**config.mk**
```make
export PLATFORM = sky130hd
export DESIGN_NAME = disp_sched_flat
export DESIGN_NICKNAME = d
export VERILOG_FILES = /design/src/rtl/disp_pkg.sv /design/src/rtl/disp_sched_if.sv /design/src/rtl/lz_blank.sv /design/src/rtl/disp_sched.sv /design/src/flat_wrapper.sv
export SDC_FILE = /design/constraint.sdc
export NUM_CORES = 1
export LEC_CHECK = 0
export CORE_MARGIN = 5
export CORE_UTILIZATION = 45
export CTS_CLUSTER_SIZE = 40
export DETAILED_ROUTE_END_ITERATION = 8
export GPL_TIMING_DRIVEN = 0
export PLACE_DENSITY_LB_ADDON = 0.2
export RECOVER_POWER = 100
export SYNTH_ARGS = -nofsm -noshare
export SYNTH_HDL_FRONTEND = slang
export SYNTH_SLANG_ARGS = --single-unit
```
**constraint.sdc**
```tcl
create_clock -name clk -period 2.3 [get_ports clk]
set_input_delay 0.69 -clock clk [delete_from_list [all_inputs] [get_ports clk]]
set_output_delay 0.69 -clock clk [all_outputs]
set_load 0.02 [all_outputs]
```
**src/rtl/disp_pkg.sv**
```systemverilog
// ============================================================================
//  Module      : disp_pkg
//  Description : Shared constants and state encoding for the display scheduler.
//  Revision    : 1.0 - initial release
// ============================================================================
`default_nettype none

package disp_pkg;

    localparam int NUM_DIGITS = 8;
    localparam int NIBBLE_W   = 4;
    localparam int WORD_W     = NUM_DIGITS * NIBBLE_W;

    localparam logic [NIBBLE_W-1:0] BLANK_NIBBLE = 4'hF;

    typedef enum logic [1:0] {
        IDLE = 2'd0,
        LOAD = 2'd1,
        WAIT = 2'd2,
        GAP  = 2'd3
    } state_t;

endpackage

`default_nettype wire

```
**src/rtl/disp_sched_if.sv**
```systemverilog
// ============================================================================
//  Module      : disp_sched_if
//  Description : Source, message and serial-driver signals of the scheduler.
//  Revision    : 1.0 - initial release
// ============================================================================
`default_nettype none

interface disp_sched_if;

    logic [disp_pkg::WORD_W-1:0] calc_digits;
    logic                        calc_valid;
    logic                        msg_req;
    logic [disp_pkg::WORD_W-1:0] msg_digits;
    logic                        msg_ack;
    logic                        load_data;
    logic [disp_pkg::WORD_W-1:0] data_out;
    logic                        tran_done;
    logic                        src_msg;
    logic                        busy;
    logic                        err_timeout;

    // master: the scheduler itself
    modport master (
        input  calc_digits, calc_valid, msg_req, msg_digits, tran_done,
        output msg_ack, load_data, data_out, src_msg, busy, err_timeout
    );

    // slave: sources and serial driver around the scheduler
    modport slave (
        output calc_digits, calc_valid, msg_req, msg_digits, tran_done,
        input  msg_ack, load_data, data_out, src_msg, busy, err_timeout
    );

endinterface

`default_nettype wire

```
**src/rtl/lz_blank.sv**
```systemverilog
// ============================================================================
//  Module      : lz_blank
//  Description : Replaces leading zero nibbles with the blank code; the least
//                significant nibble is always kept.
//  Revision    : 1.0 - initial release
// ============================================================================
`default_nettype none

module lz_blank
    import disp_pkg::*;
(
    input  wire logic [WORD_W-1:0] i_digits,
    output      logic [WORD_W-1:0] o_digits
);

    logic w_leading;

    always_comb begin
        o_digits  = i_digits;
        w_leading = 1'b1;
        for (int k = NUM_DIGITS - 1; k > 0; k--) begin
            if (w_leading && (i_digits[k*NIBBLE_W +: NIBBLE_W] == '0)) begin
                o_digits[k*NIBBLE_W +: NIBBLE_W] = BLANK_NIBBLE;
            end else begin
                w_leading = 1'b0;
            end
        end
    end

endmodule

`default_nettype wire

```
**src/rtl/disp_sched.sv**
```systemverilog
// ============================================================================
//  Module      : disp_sched
//  Description : Shares the serial display driver between the calculator word
//                and one-shot messages; optional leading-zero blanking of the
//                calculator word under DISP_SCHED_LEADING_ZERO_BLANK_EN.
//  Revision    : 1.0 - initial release
// ============================================================================
`default_nettype none

module disp_sched
    import disp_pkg::*;
#(
    parameter int REFRESH_CYC  = 2048,
    parameter int MSG_HOLD_CYC = 4096,
    parameter int TIMEOUT_CYC  = 256
) (
    input  wire logic    clk,
    input  wire logic    rst,
    disp_sched_if.master bus
);

    localparam int C_RF_W = $clog2(REFRESH_CYC + 1);
    localparam int C_HD_W = $clog2(MSG_HOLD_CYC + 1);
    localparam int C_TO_W = $clog2(TIMEOUT_CYC + 1);

    localparam logic [C_RF_W-1:0] c_refresh_last = C_RF_W'(REFRESH_CYC - 1);
    localparam logic [C_HD_W-1:0] c_hold_last    = C_HD_W'(MSG_HOLD_CYC - 1);
    localparam logic [C_TO_W-1:0] c_timeout_last = C_TO_W'(TIMEOUT_CYC - 1);

    state_t              r_state;
    state_t              w_state_nxt;
    logic [C_RF_W-1:0]   r_refresh_cnt;
    logic [C_HD_W-1:0]   r_hold_cnt;
    logic [C_TO_W-1:0]   r_timeout_cnt;
    logic [WORD_W-1:0]   r_calc_latch;
    logic [WORD_W-1:0]   r_msg_latch;
    logic [WORD_W-1:0]   r_data_out;
    logic                r_pending;
    logic                r_src_msg;
    logic                r_msg_ack_q;
    logic                r_err_timeout;

    logic                w_msg_accept;
    logic                w_refresh_hit;
    logic                w_timeout_hit;
    logic                w_hold_expire;
    logic                w_start;
    logic                w_set_pending;
    logic [WORD_W-1:0]   w_calc_word;
    logic [WORD_W-1:0]   w_sel_word;

`ifdef DISP_SCHED_LEADING_ZERO_BLANK_EN
    lz_blank u_lz_blank (
        .i_digits (r_calc_latch),
        .o_digits (w_calc_word)
    );
`else
    assign w_calc_word = r_calc_latch;
`endif

    // Ack is combinational so msg_digits is sampled in the ack cycle itself.
    assign w_msg_accept  = bus.msg_req & ~r_msg_ack_q & ~rst;
    assign w_refresh_hit = (r_refresh_cnt == c_refresh_last);
    assign w_timeout_hit = (r_timeout_cnt == c_timeout_last);
    assign w_hold_expire = r_src_msg & (r_hold_cnt == '0) & ~w_msg_accept;
    assign w_start       = (r_state == IDLE) & (r_pending | w_refresh_hit);
    assign w_set_pending = bus.calc_valid | w_msg_accept | w_hold_expire;
    assign w_sel_word    = r_src_msg ? r_msg_latch : w_calc_word;

    always_comb begin
        w_state_nxt = r_state;
        case (r_state)
            IDLE: if (w_start) w_state_nxt = LOAD;
            LOAD: w_state_nxt = WAIT;
            WAIT: if (bus.tran_done || w_timeout_hit) w_state_nxt = GAP;
            GAP:  if (!bus.tran_done) w_state_nxt = IDLE;
            default: w_state_nxt = IDLE;
        endcase
    end

    always_ff @(posedge clk) begin
        if (rst) begin
            r_state       <= IDLE;
            r_refresh_cnt <= '0;
            r_hold_cnt    <= '0;
            r_timeout_cnt <= '0;
            r_calc_latch  <= '0;
            r_msg_latch   <= '0;
            r_data_out    <= '0;
            r_pending     <= 1'b0;
            r_src_msg     <= 1'b0;
            r_msg_ack_q   <= 1'b0;
            r_err_timeout <= 1'b0;
        end else begin
            r_state     <= w_state_nxt;
            r_msg_ack_q <= w_msg_accept;

            if (w_start || w_refresh_hit) begin
                r_refresh_cnt <= '0;
            end else begin
                r_refresh_cnt <= r_refresh_cnt + 1'b1;
            end

            if (r_state != WAIT) begin
                r_timeout_cnt <= '0;
            end else begin
                r_timeout_cnt <= r_timeout_cnt + 1'b1;
            end

            if ((r_state == WAIT) && !bus.tran_done && w_timeout_hit) begin
                r_err_timeout <= 1'b1;
            end

            if (bus.calc_valid) begin
                r_calc_latch <= bus.calc_digits;
            end

            if (w_msg_accept) begin
                r_msg_latch <= bus.msg_digits;
                r_src_msg   <= 1'b1;
                r_hold_cnt  <= c_hold_last;
            end else if (w_hold_expire) begin
                r_src_msg   <= 1'b0;
            end else if (r_src_msg) begin
                r_hold_cnt  <= r_hold_cnt - 1'b1;
            end

            // A new event wins over the clear so it is never lost.
            if (w_set_pending) begin
                r_pending <= 1'b1;
            end else if (w_start) begin
                r_pending <= 1'b0;
            end

            if (w_start) begin
                r_data_out <= w_sel_word;
            end
        end
    end

    assign bus.msg_ack     = w_msg_accept;
    assign bus.load_data   = (r_state == LOAD);
    assign bus.busy        = (r_state == LOAD) || (r_state == WAIT);
    assign bus.data_out    = r_data_out;
    assign bus.src_msg     = r_src_msg;
    assign bus.err_timeout = r_err_timeout;

endmodule

`default_nettype wire

```
**src/flat_wrapper.sv**
```systemverilog
// flat-port wrapper written by rule: the top's interface ports become plain ports
module disp_sched_flat import disp_pkg::*;
#(
    parameter int REFRESH_CYC  = 2048,
    parameter int MSG_HOLD_CYC = 4096,
    parameter int TIMEOUT_CYC  = 256
)
  (clk, rst, bus_calc_digits, bus_calc_valid, bus_msg_req, bus_msg_digits, bus_tran_done, bus_msg_ack, bus_load_data, bus_data_out, bus_src_msg, bus_busy, bus_err_timeout);
  disp_sched_if bus_i ();
  input  wire logic clk;
  input  wire logic rst;
  input wire logic [$bits(bus_i.calc_digits)-1:0] bus_calc_digits;
  input wire logic [$bits(bus_i.calc_valid)-1:0] bus_calc_valid;
  input wire logic [$bits(bus_i.msg_req)-1:0] bus_msg_req;
  input wire logic [$bits(bus_i.msg_digits)-1:0] bus_msg_digits;
  input wire logic [$bits(bus_i.tran_done)-1:0] bus_tran_done;
  output wire logic [$bits(bus_i.msg_ack)-1:0] bus_msg_ack;
  output wire logic [$bits(bus_i.load_data)-1:0] bus_load_data;
  output wire logic [$bits(bus_i.data_out)-1:0] bus_data_out;
  output wire logic [$bits(bus_i.src_msg)-1:0] bus_src_msg;
  output wire logic [$bits(bus_i.busy)-1:0] bus_busy;
  output wire logic [$bits(bus_i.err_timeout)-1:0] bus_err_timeout;
  assign bus_i.calc_digits = bus_calc_digits;
  assign bus_i.calc_valid = bus_calc_valid;
  assign bus_i.msg_req = bus_msg_req;
  assign bus_i.msg_digits = bus_msg_digits;
  assign bus_i.tran_done = bus_tran_done;
  assign bus_msg_ack = bus_i.msg_ack;
  assign bus_load_data = bus_i.load_data;
  assign bus_data_out = bus_i.data_out;
  assign bus_src_msg = bus_i.src_msg;
  assign bus_busy = bus_i.busy;
  assign bus_err_timeout = bus_i.err_timeout;
  disp_sched #(.REFRESH_CYC(REFRESH_CYC), .MSG_HOLD_CYC(MSG_HOLD_CYC), .TIMEOUT_CYC(TIMEOUT_CYC)) u_core (.clk(clk), .rst(rst), .bus(bus_i));
endmodule
```
==> run_results.csv <==
group,metric,value,unit
detailed_routing,drt-pass1-iter-count,5,
timing,timing.final.crit_share,97.5,%
clock_tree,cts_tree,"done",
timing,maxSlewViolCount,0,
clock_tree,cts-root-buf,"clkbuf_16",
synthesis,synth-edff-count,0,
clock_tree,insertion_delay,0.41,ns
setup_path,worstSetupStartpoint,"rst",
final_layout,area_delta_synth_final,33.2,%
clock_tree,numCtsBuffers,17,
die,die_area,0.0145,mm2
synthesis,avgSynthCellArea,9.10,um2
timing,setup_violations,0,
timing,max-slew-margin-rel,46.4,%
die,core,0.0120,mm2
timing,tightest_slew,0.804,ns
synthesis,async_reset_ff_share,0,%
detailed_routing,routed_wl,14.3,mm
die,rows,40,
die,die_x,121,um
final_layout,final_nets,806,
grt,grt_use_total,20.2,%
placed_design,place_congestion,0.908,
grt,grt_pass1_wl,23.5,mm
status,status,"complete, no violations",
clock_tree,htreeDepth,4,
timing,max_freq,446,MHz
final_layout,antennaDiodeCount,0,
setup_path,cp.arrival,1.55,ns
flow_run,cap_viol_max_count,0,
die,start_util,45.8,%
timing,holdWs,0.440,ns
grt,antenna_found_initial,0,
detailed_routing,antenna_left,0,
detailed_routing,dr.first_iter.drc_count,260,
grt,grt_max_degree,17,
timing,grt_setup_unrepaired,"yes",
synthesis,syn_inst,605,
timing,fin_skew,0.00422,ns
timing,hold_violations,0,
power_and_ir_drop,power_leakage,2.79,nW
hold_path,hold_start,"u_core.r_timeout_cnt[0]$_SDFF_PP0_",
setup_path,cp.required,1.61,ns
grt,overflow,0,
power_and_ir_drop,power.density,923,mW/mm2
setup_path,cp_max_fo,10,
clock_tree,clockBufferDepth,2,
synthesis,yosysSeqAreaShare,49.5,%
detailed_routing,vias,4770,
clock_tree,cts_hold_buffers,0,
synthesis,synth_flop_cell,"dfxtp_1",
timing,fin_crit,2.24,ns
synthesis,yosysUniqueCellTypes,41,
placed_design,io_buffers,104,
detailed_routing,vias_per_cell,5.38,
detailed_routing,wire_per_inst,16.1,um
final_layout,final_cells,887,
final_layout,final_layout_size_suffix_gt1_share,5.54,%
setup_path,worstSetupPathType,"input port to primary output",
setup_path,end_kind,"primary output",
synthesis,syn_nets,683,
power_and_ir_drop,vdd_ir_drop_max,0.548,mV
grt,first_global_vias,4933,
synthesis,ys_ff_latch,136,
placed_design,dpl.hpwl,10.3,mm
placed_design,dp.cells,856,
synthesis,netlist_area,0.00551,mm2
detailed_routing,drc,0,
clock_tree,clock-sinks,136,
die,die_h,121,um
setup_path,start_kind,"input port",
hold_path,hold_class,"register to register",
final_layout,nFillCells,1059,
synthesis,yosys_warnings,0,
die,boundaryPins,106,
setup_path,r2r_start,"u_core.r_refresh_cnt[0]$_SDFF_PP0_",
clock_tree,path_clk_slew,0.05,ns
## report_power, final
group,internal (mW),total [mW],switching (mW)
sequential,2.61,2.80,0.184
combinational,0.701,1.58,0.883
clock,1.48,2.39,0.910
total,4.79,6.77,1.98
## layout by cell type (no fill, tap or decap), types with 3 or more instances in the layout
cell,Yosys,layout
xor2_1,9,9
nor3b_1,3,3
xnor2_1,7,7
nand3_1,9,9
nor3_1,8,8
nand2_1,73,73
buf_4,0,3
clkinv_2,0,3
nor2_1,64,63
clkbuf_2,0,3
inv_1,10,10
clkbuf_8,0,4
nand2b_1,4,3
mux2i_1,65,65
dfxtp_1,136,136
a21oi_1,75,75
and3_1,6,6
clkbuf_16,0,19
buf_1,4,4
clkbuf_1,37,37
or4_1,4,4
clkdlybuf4s50_1,0,99
a211oi_1,32,32
o31ai_1,6,5
and4_1,3,3
a31oi_1,9,9
ha_1,9,9
nand4_1,6,6
## what timing repair did
action,in CTS,in global routing
cloned,0,0
pin swaps,1,2
gates resized for setup,30,8
setup endpoints to repair,71,33
setup buffers,1,1
## critical path, cell delays in order
cell and delay (ns):
clkdlybuf4s15_2 0.25, clkbuf_16 0.20, clkbuf_16 0.17, nor2_4 0.12, buf_6 0.12
## flip-flops by register name, summed over array words and instances (netlist names)
| signal | count |
|---|---|
| u_core.r_state | 2 |
| u_core.bus.src_msg | 1 |
| u_core.r_hold_cnt | 13 |
| u_core.r_refresh_cnt | 12 |
| u_core.r_calc_latch | 32 |
| u_core.bus.data_out | 32 |
| u_core.r_msg_ack_q | 1 |
| u_core.r_pending | 1 |
| u_core.r_timeout_cnt | 9 |
| u_core.bus.err_timeout | 1 |
| u_core.r_msg_latch | 32 |
## metal layers
| layer | up-vias | wire length (um) | part of all wire (%) | GRT usage [%] |
|---|---|---|---|---|
| met5 | - | 0 | 0 | 0 |
| met4 | 0 | 155 | 1.1 | 5.24 |
| met3 | 15 | 801 | 5.6 | 5.85 |
| met2 | 134 | 6880 | 48 | 34.0 |
| met1 | 2244 | 6420 | 45 | 25.5 |
| li1 | 2377 | - | - | - |
## Yosys cell counts, types with 7 or more instances
cell	number	area [um2]
dfxtp_1	136	2720
a21oi_1	75	375
a31oi_1	9	56.3
ha_1	9	113
nor2_1	64	240
xnor2_1	7	61.3
nand2_1	73	274
mux2i_1	65	651
xor2_1	9	78.8
nand3_1	9	45.0
clkbuf_1	37	139
nor3_1	8	40.0
inv_1	10	37.5
a211oi_1	32	240
## through the flow
step	total power, mW	util (%)	setup WS (ns)	instance area (um2)	setup TNS, ns
6_report	6.77	61.1	0.0568	7330	0
5_1_grt	7.11	61.1	-0.0267	7330	-0.340
4_1_cts	6.82	61.1	0.00552	7340	0
3_5_place_dp	4.42	56.0	-1.56	6730	-39.54
3_3_place_gp	4.39	56.0	-1.58	6730	-37.94
2_1_floorplan	3.73	-	0.0588	5510	0
## cell type report
class | count | area [um2] | area share, %
plain buffers | 42 | 213 | 2.90
flip-flops and latches | 136 | 2720 | 37.1
multi-input cells | 415 | 2610 | 35.5
inverters | 10 | 37.5 | 0.512
well taps | 147 | 184 | 2.51
clock buffers | 28 | 507 | 6.91
repair buffers | 106 | 1050 | 14.3
clock inverters | 3 | 15.0 | 0.205
## cell families (layout without fill, tap and decap cells)
group / count (synthesis) / after routing / share of synthesized area (%)
AO/OA/AOI/OAI: 132 / 132 / 14.4
XOR/XNOR: 16 / 16 / 2.55
adder cells (fa/ha/maj): 9 / 9 / 2.05
buffers and inverters: 54 / 189 / 3.75
flip-flops: 136 / 136 / 49.5
multiplexers: 65 / 65 / 11.8
AND/OR/NAND/NOR: 193 / 193 / 16.0
## final timing paths
kind	to	slack, ns	cells after the start
worst max register to register	u_core.bus.data_out[15]$_SDFFE_PP0P_	0.13	7
worst min-delay path	u_core.r_timeout_cnt[0]$_SDFF_PP0_	0.44	1
worst min register to register	u_core.r_timeout_cnt[0]$_SDFF_PP0_	0.44	1
worst max-delay path	bus_msg_ack	0.06	5
No activity file was read; power rests on OpenSTA's default activity.
==> edit 1, RTL diff (same flow settings) <==
The option `DISP_SCHED_LEADING_ZERO_BLANK_EN` is turned on by a define.
--- a/src/rtl/disp_sched.sv
+++ b/src/rtl/disp_sched.sv
@@ -6,6 +6,8 @@
 //  Revision    : 1.0 - initial release
 // ============================================================================
 `default_nettype none
+
+`define DISP_SCHED_LEADING_ZERO_BLANK_EN
 
 module disp_sched
     import disp_pkg::*;
Behaviour: not the same (Yosys sat finds a counterexample within 4 cycles, from zero or initial values and one cycle with rst high).
==> edit 1 against the unedited design <==
- die area increased by 2.5%
- sequential share of layout area decreased by 0.97 points
- fmax decreased by 0.10%
- cell area increased by 2.7%
- sequential power decreased by 4%
- via count increased by 4.4%
- routed wire length increased by 7.6%
- worst hold slack improved by 0.0025 ns
- worst setup slack got worse by 0.0023 ns
- non-clock buffer count decreased by 5
- synthesized area increased by 2.7%
- sequential cell count unchanged
- total power decreased by 0.89%
- critical path type unchanged
==> edit 1: results (changes against the unedited design) <==
* Commonest cells in the netlist: dfxtp_1, nand2_1, nor2_1 (was dfxtp_1, a21oi_1, nand2_1)
* Hold path start: u_core.r_timeout_cnt[0] (unchanged)
* Global placement routability congestion at 0.8374 (was 0.9076)
* Top post-synthesis cells by area: dfxtp_1, mux2i_1, nand2_1, nor2_1, a21oi_1 (was dfxtp_1, mux2i_1, a21oi_1, nand2_1, a211oi_1)
* Comb pwr at 1.25 mW (was 1.58 mW)
* Share of post-route cells with drive strength above 1 at 6.746% (was 5.541%)
* Hpwl dp at 11130 µm (was 10250 µm)
* Via density per instance at 5.369 (was 5.378)
* Reg2reg start: u_core.r_hold_cnt[0] (was u_core.r_refresh_cnt[0])
* CTS clk-pin slew, worst paths at 0.05 ns (about the same)
* Unique masters post-synth at 51 (was 41)
* Synth Area per Inst at 9.124 µm² (was 9.100 µm²)
* Sequential power at 2.70 mW (was 2.80 mW)
* Post-Synth Adder-Cell Area at 1.991% (was 2.045%)
* Slowest CP cell: dlygate4sd2_1 (was clkdlybuf4s15_2)
* Clock Skew at 0.008405 ns (was 0.004224 ns)
* Leak Pwr at 2.936 nW (was 2.787 nW)
* Worst reg-to-reg path cell count at 7 (unchanged)
* Iter 0 DRT Violations at 408 (was 260)
* Peak supply drop at 478.8 µV (was 547.8 µV)
* Slew Limit Headroom at 45.28% (was 46.43%)
* Synth Area in Compound Gates at 16.12% (was 14.43%)
* TritonRoute pass-1 iters at 7 (was 5)
* Number of fill cells at 1088 (was 1059)
* # port buffers at 103 (was 104)
* Seq/Total Area, Yosys at 48.13% (was 49.45%)
* # diodes at 0 (unchanged)
* Reg2reg setup slack at 0.11 ns (was 0.13 ns)
* Largest net degree at the start of global routing at 19 (was 17)
* Wirelength per Cell at 16.53 µm (was 16.08 µm)
* Mux cell area share after synthesis at 6.923% (was 11.82%)
* Clk root buf: clkbuf_16 (unchanged)
* WL final at 15340 µm (was 14260 µm)
* Placed Instances at 895 (was 856)
* Final nets at 821 (was 806)
* Switch Pwr at 1.820 mW (was 1.977 mW)
* CP max FO at 10 (unchanged)
* Status: finished clean (unchanged)
* Tot GR Track Use at 21.09% (was 20.22%)
* Reg-to-reg endpoint: u_core.r_hold_cnt[2] (was u_core.bus.data_out[15])
* Post-Synth XOR/XNOR Area at 2.168% (was 2.545%)
* Global-route wire length before repair at 24300 µm (was 23550 µm)
* Syn nets at 698 (was 683)
* Count of flip-flops with a built-in enable after synthesis at 0 (unchanged)
==> edit 1: changes by cell type after synthesis, sizes merged, moves of 5 or more <==
| cell | delta |
|---|---|
| o41ai | +5 |
| a21oi | -34 |
| o2bb2ai | +16 |
| o21ai | +14 |
| nor4 | +8 |
| mux2i | -27 |
| nand2b | +22 |
| a211oi | -31 |
| and3 | -5 |
| nand2 | +8 |
| or3 | +13 |
| nor2 | +11 |
| a32o | +16 |
| a221oi | +5 |
==> edit 1: worst max path at each step <==
stage | startpoint | end | slack, ns | cells after the start
floorplan | rst | bus_msg_ack | 0.08 | 4
global placement | rst | bus_msg_ack | -0.83 | 5
detailed placement | rst | bus_msg_ack | -0.80 | 5
CTS | u_core.r_state[1] | bus_load_data | 0.003 | 3
global route | bus_msg_req | bus_msg_ack | 0.005 | 6
finish | bus_msg_req | bus_msg_ack | 0.05 | 6
==> edit 1: layout make-up <==
| class | count | share of cell area, % |
|---|---|---|
| Multi-Input combinational cell | 433 | 36.21 |
| Sequential cell | 136 | 36.15 |
| Timing Repair Buffer | 105 | 13.70 |
| Clock buffer | 25 | 6.445 |
| Tap cell | 172 | 2.857 |
| Buffer | 38 | 2.492 |
| Clock inverter | 7 | 1.545 |
| Inverter | 12 | 0.5980 |
==> edit 1: stage by stage <==
stage                     cell area [µm²]  hold slack, ns  setup TNS, ns  power [mW]  setup slack, ns
after floorplan                      5657          0.4175              0       3.490          0.08416
after global placement               6903          0.4280         -3.986       3.994          -0.8253
after detailed placement             6903          0.4395         -4.591       4.033          -0.8034
after CTS                            7523          0.4493              0       6.779         0.003237
after global routing                 7532          0.4646              0       7.007         0.005032
final                                7532          0.4429              0       6.712          0.05449
==> edit 1: per-layer routing <==
layer | vias to the layer above | track usage [%] | wire length (µm)
met5 | - | 0 | 0
li1 | 2436 | - | -
met4 | 0 | 10.50 | 400
met2 | 190 | 32.67 | 7134
met3 | 34 | 6.175 | 1132
met1 | 2322 | 26.85 | 6678
==> edit 1: cell families (layout without fill, tap and decap cells) <==
kind of cell / count (synthesis) / after routing
XOR/XNOR: 14 / 14
multiplexers: 39 / 39
flip-flops: 136 / 136
AND/OR/NAND/NOR: 242 / 242
buffers and inverters: 51 / 187
AO/OA/AOI/OAI: 129 / 129
adder cells (fa/ha/maj): 9 / 9
==> edit 1: critical path: cells and delay by family <==
family	cells	cell delay, ns
simple gates	2	0.14
buf+inv	4	0.72
==> edit 1: repair_timing <==
item,4_1_cts,5_1_grt
pin swaps,0,1
endpoints found under the hold margin,0,0
buffers inserted,2,0
resized for setup,11,6
setup endpoints to repair,2,33
==> edit 2, RTL diff (same settings) <==
Without the edit above. Encoding of `state_t`: now Gray code (2 bits for 4 states).
--- a/src/rtl/disp_pkg.sv
+++ b/src/rtl/disp_pkg.sv
@@ -14,10 +14,10 @@
     localparam logic [NIBBLE_W-1:0] BLANK_NIBBLE = 4'hF;
 
     typedef enum logic [1:0] {
-        IDLE = 2'd0,
-        LOAD = 2'd1,
-        WAIT = 2'd2,
-        GAP  = 2'd3
+        IDLE = 2'b00,
+        LOAD = 2'b01,
+        WAIT = 2'b11,
+        GAP  = 2'b10
     } state_t;
 
 endpackage
Formal check against the unedited RTL: same outputs for any inputs over 10 cycles, from zero or initial values and one cycle with rst high; not proved beyond that.
==> edit 2 against the unedited design <==
- total power shrank 13%
- cell area shrank 1.9%
- global-route usage grew 0.63 points
- worst setup slack is essentially flat
- synthesized area shrank 1.5%
- routed wire length shrank 0.53%
- sequential cell count is the same
- utilization shrank 0.64 points
- largest cell class unchanged
- highest routed layer unchanged
==> edit 2: results (changes against the unedited design) <==
* Mux cell area share after synthesis at 12.02% (was 11.82%)
* Commonest cells in the netlist: dfxtp_1, nand2_1, nor2_1 (was dfxtp_1, a21oi_1, nand2_1)
* Seq/total area at 37.83% (was 37.12%)
* Initial antenna violation count at 0 (unchanged)
* Syn nets at 665 (was 683)
* Share of post-route cells with drive strength above 1 at 7.448% (was 5.541%)
* Reg2reg setup slack at 0.10 ns (was 0.13 ns)
* Tot GR Track Use at 20.84% (was 20.22%)
* Top post-synthesis cells by area: dfxtp_1, mux2i_1, nand2_1, a211oi_1, nor2_1 (was dfxtp_1, mux2i_1, a21oi_1, nand2_1, a211oi_1)
* Arr. time, crit path at 1.55 ns (about the same)
* Leak Pwr at 2.778 nW (was 2.787 nW)
* Iter 0 DRT Violations at 301 (was 260)
* Global-route wire length before repair at 23470 µm (was 23550 µm)
* Switch Pwr at 1.479 mW (was 1.977 mW)
* Seq/Total Area, Yosys at 50.18% (was 49.45%)
* Via density per instance at 5.342 (was 5.378)
* Peak supply drop at 505.2 µV (was 547.8 µV)
* Fraction of area in multi-input gates at 34.96% (was 35.52%)
* Clock Skew at 0.008059 ns (was 0.004224 ns)
* Total Power at 5.891 mW (was 6.772 mW)
* Unique masters post-synth at 40 (was 41)
* Status: finished clean (unchanged)
* Synth Area in Compound Gates at 11.23% (was 14.43%)
* Sequential share of power at 44.3% (was 41.3%)
* Post-Synth Adder-Cell Area at 0.9225% (was 2.045%)
* Clock power share at 41.4% (was 35.3%)
* Multi-input comb cells at 404 (was 415)
* WL final at 14180 µm (was 14260 µm)
* Clock buffer cells at 27 (was 28)
* Global placement routability congestion at 0.8261 (was 0.9076)
* Final nets at 787 (was 806)
* TritonRoute pass-1 iters at 4 (was 5)
* Non-clk bufs at 147 (was 148)
* Number of fill cells at 1070 (was 1059)
* Vias in the first global route at 4819 (was 4933)
* Clk cell area share at 7.337% (was 7.114%)
* Hpwl dp at 10210 µm (was 10250 µm)
* Data buffer area share at 16.90% (was 17.23%)
* Worst Tran Pin Value at 0.8159 ns (was 0.8036 ns)
* Post-Synth XOR/XNOR Area at 2.422% (was 2.545%)
* Fin Hold WS at 0.4528 ns (was 0.4404 ns)
* Inverter count at 8 (was 10)
## edit 2: cell families (layout without fill, tap and decap cells)
| kind of cell | count (synthesis) | after routing |
|---|---|---|
| AND/OR/NAND/NOR | 224 | 224 |
| adder cells (fa/ha/maj) | 4 | 4 |
| multiplexers | 65 | 65 |
| AO/OA/AOI/OAI | 96 | 96 |
| flip-flops | 136 | 136 |
| XOR/XNOR | 15 | 15 |
| buffers and inverters | 52 | 185 |
## edit 2: worst max-delay path, cell delays in order
cell and delay [ns]:
clkdlybuf4s15_1 0.26, nand2b_4 0.13, buf_4 0.21, nor2_1 0.09, buf_2 0.17
## edit 2: what timing repair did
action                     in CTS  in global routing
buffers inserted                1                  0
resized for setup              17                  4
pin swaps                       1                  1
setup endpoints to repair      32                  3
## edit 2: path summary, 6_finish.rpt
| path | from | end | cells after the start |
|---|---|---|---|
| worst max-delay path | bus_msg_req | bus_msg_ack | 5 |
| worst min-delay path | u_core.r_msg_latch[28] | u_core.r_msg_latch[28] | 2 |
| worst max register to register | u_core.r_hold_cnt[0] | u_core.r_hold_cnt[1] | 6 |
| worst min register to register | u_core.r_msg_latch[28] | u_core.r_msg_latch[28] | 2 |
## edit 2: stage by stage
| step | setup WS (ns) | instance area, µm² | instances |
|---|---|---|---|
| 6_report | 0.05699 | 7197 | 872 |
| 5_1_grt | 0.007651 | 7197 | 872 |
| 4_1_cts | 0.002191 | 7206 | 872 |
| 3_5_place_dp | -1.157 | 6641 | 842 |
| 3_3_place_gp | -1.097 | 6641 | 842 |
| 2_1_floorplan | 0.04867 | 5426 | 592 |
## edit 2: per-layer routing
metal	up-vias	wire length (µm)	track usage, %
met1	2202	6197	24.90
li1	2318	-	-
met5	-	0	0
met3	23	740	5.231
met4	0	274	9.449
met2	115	6971	35.31
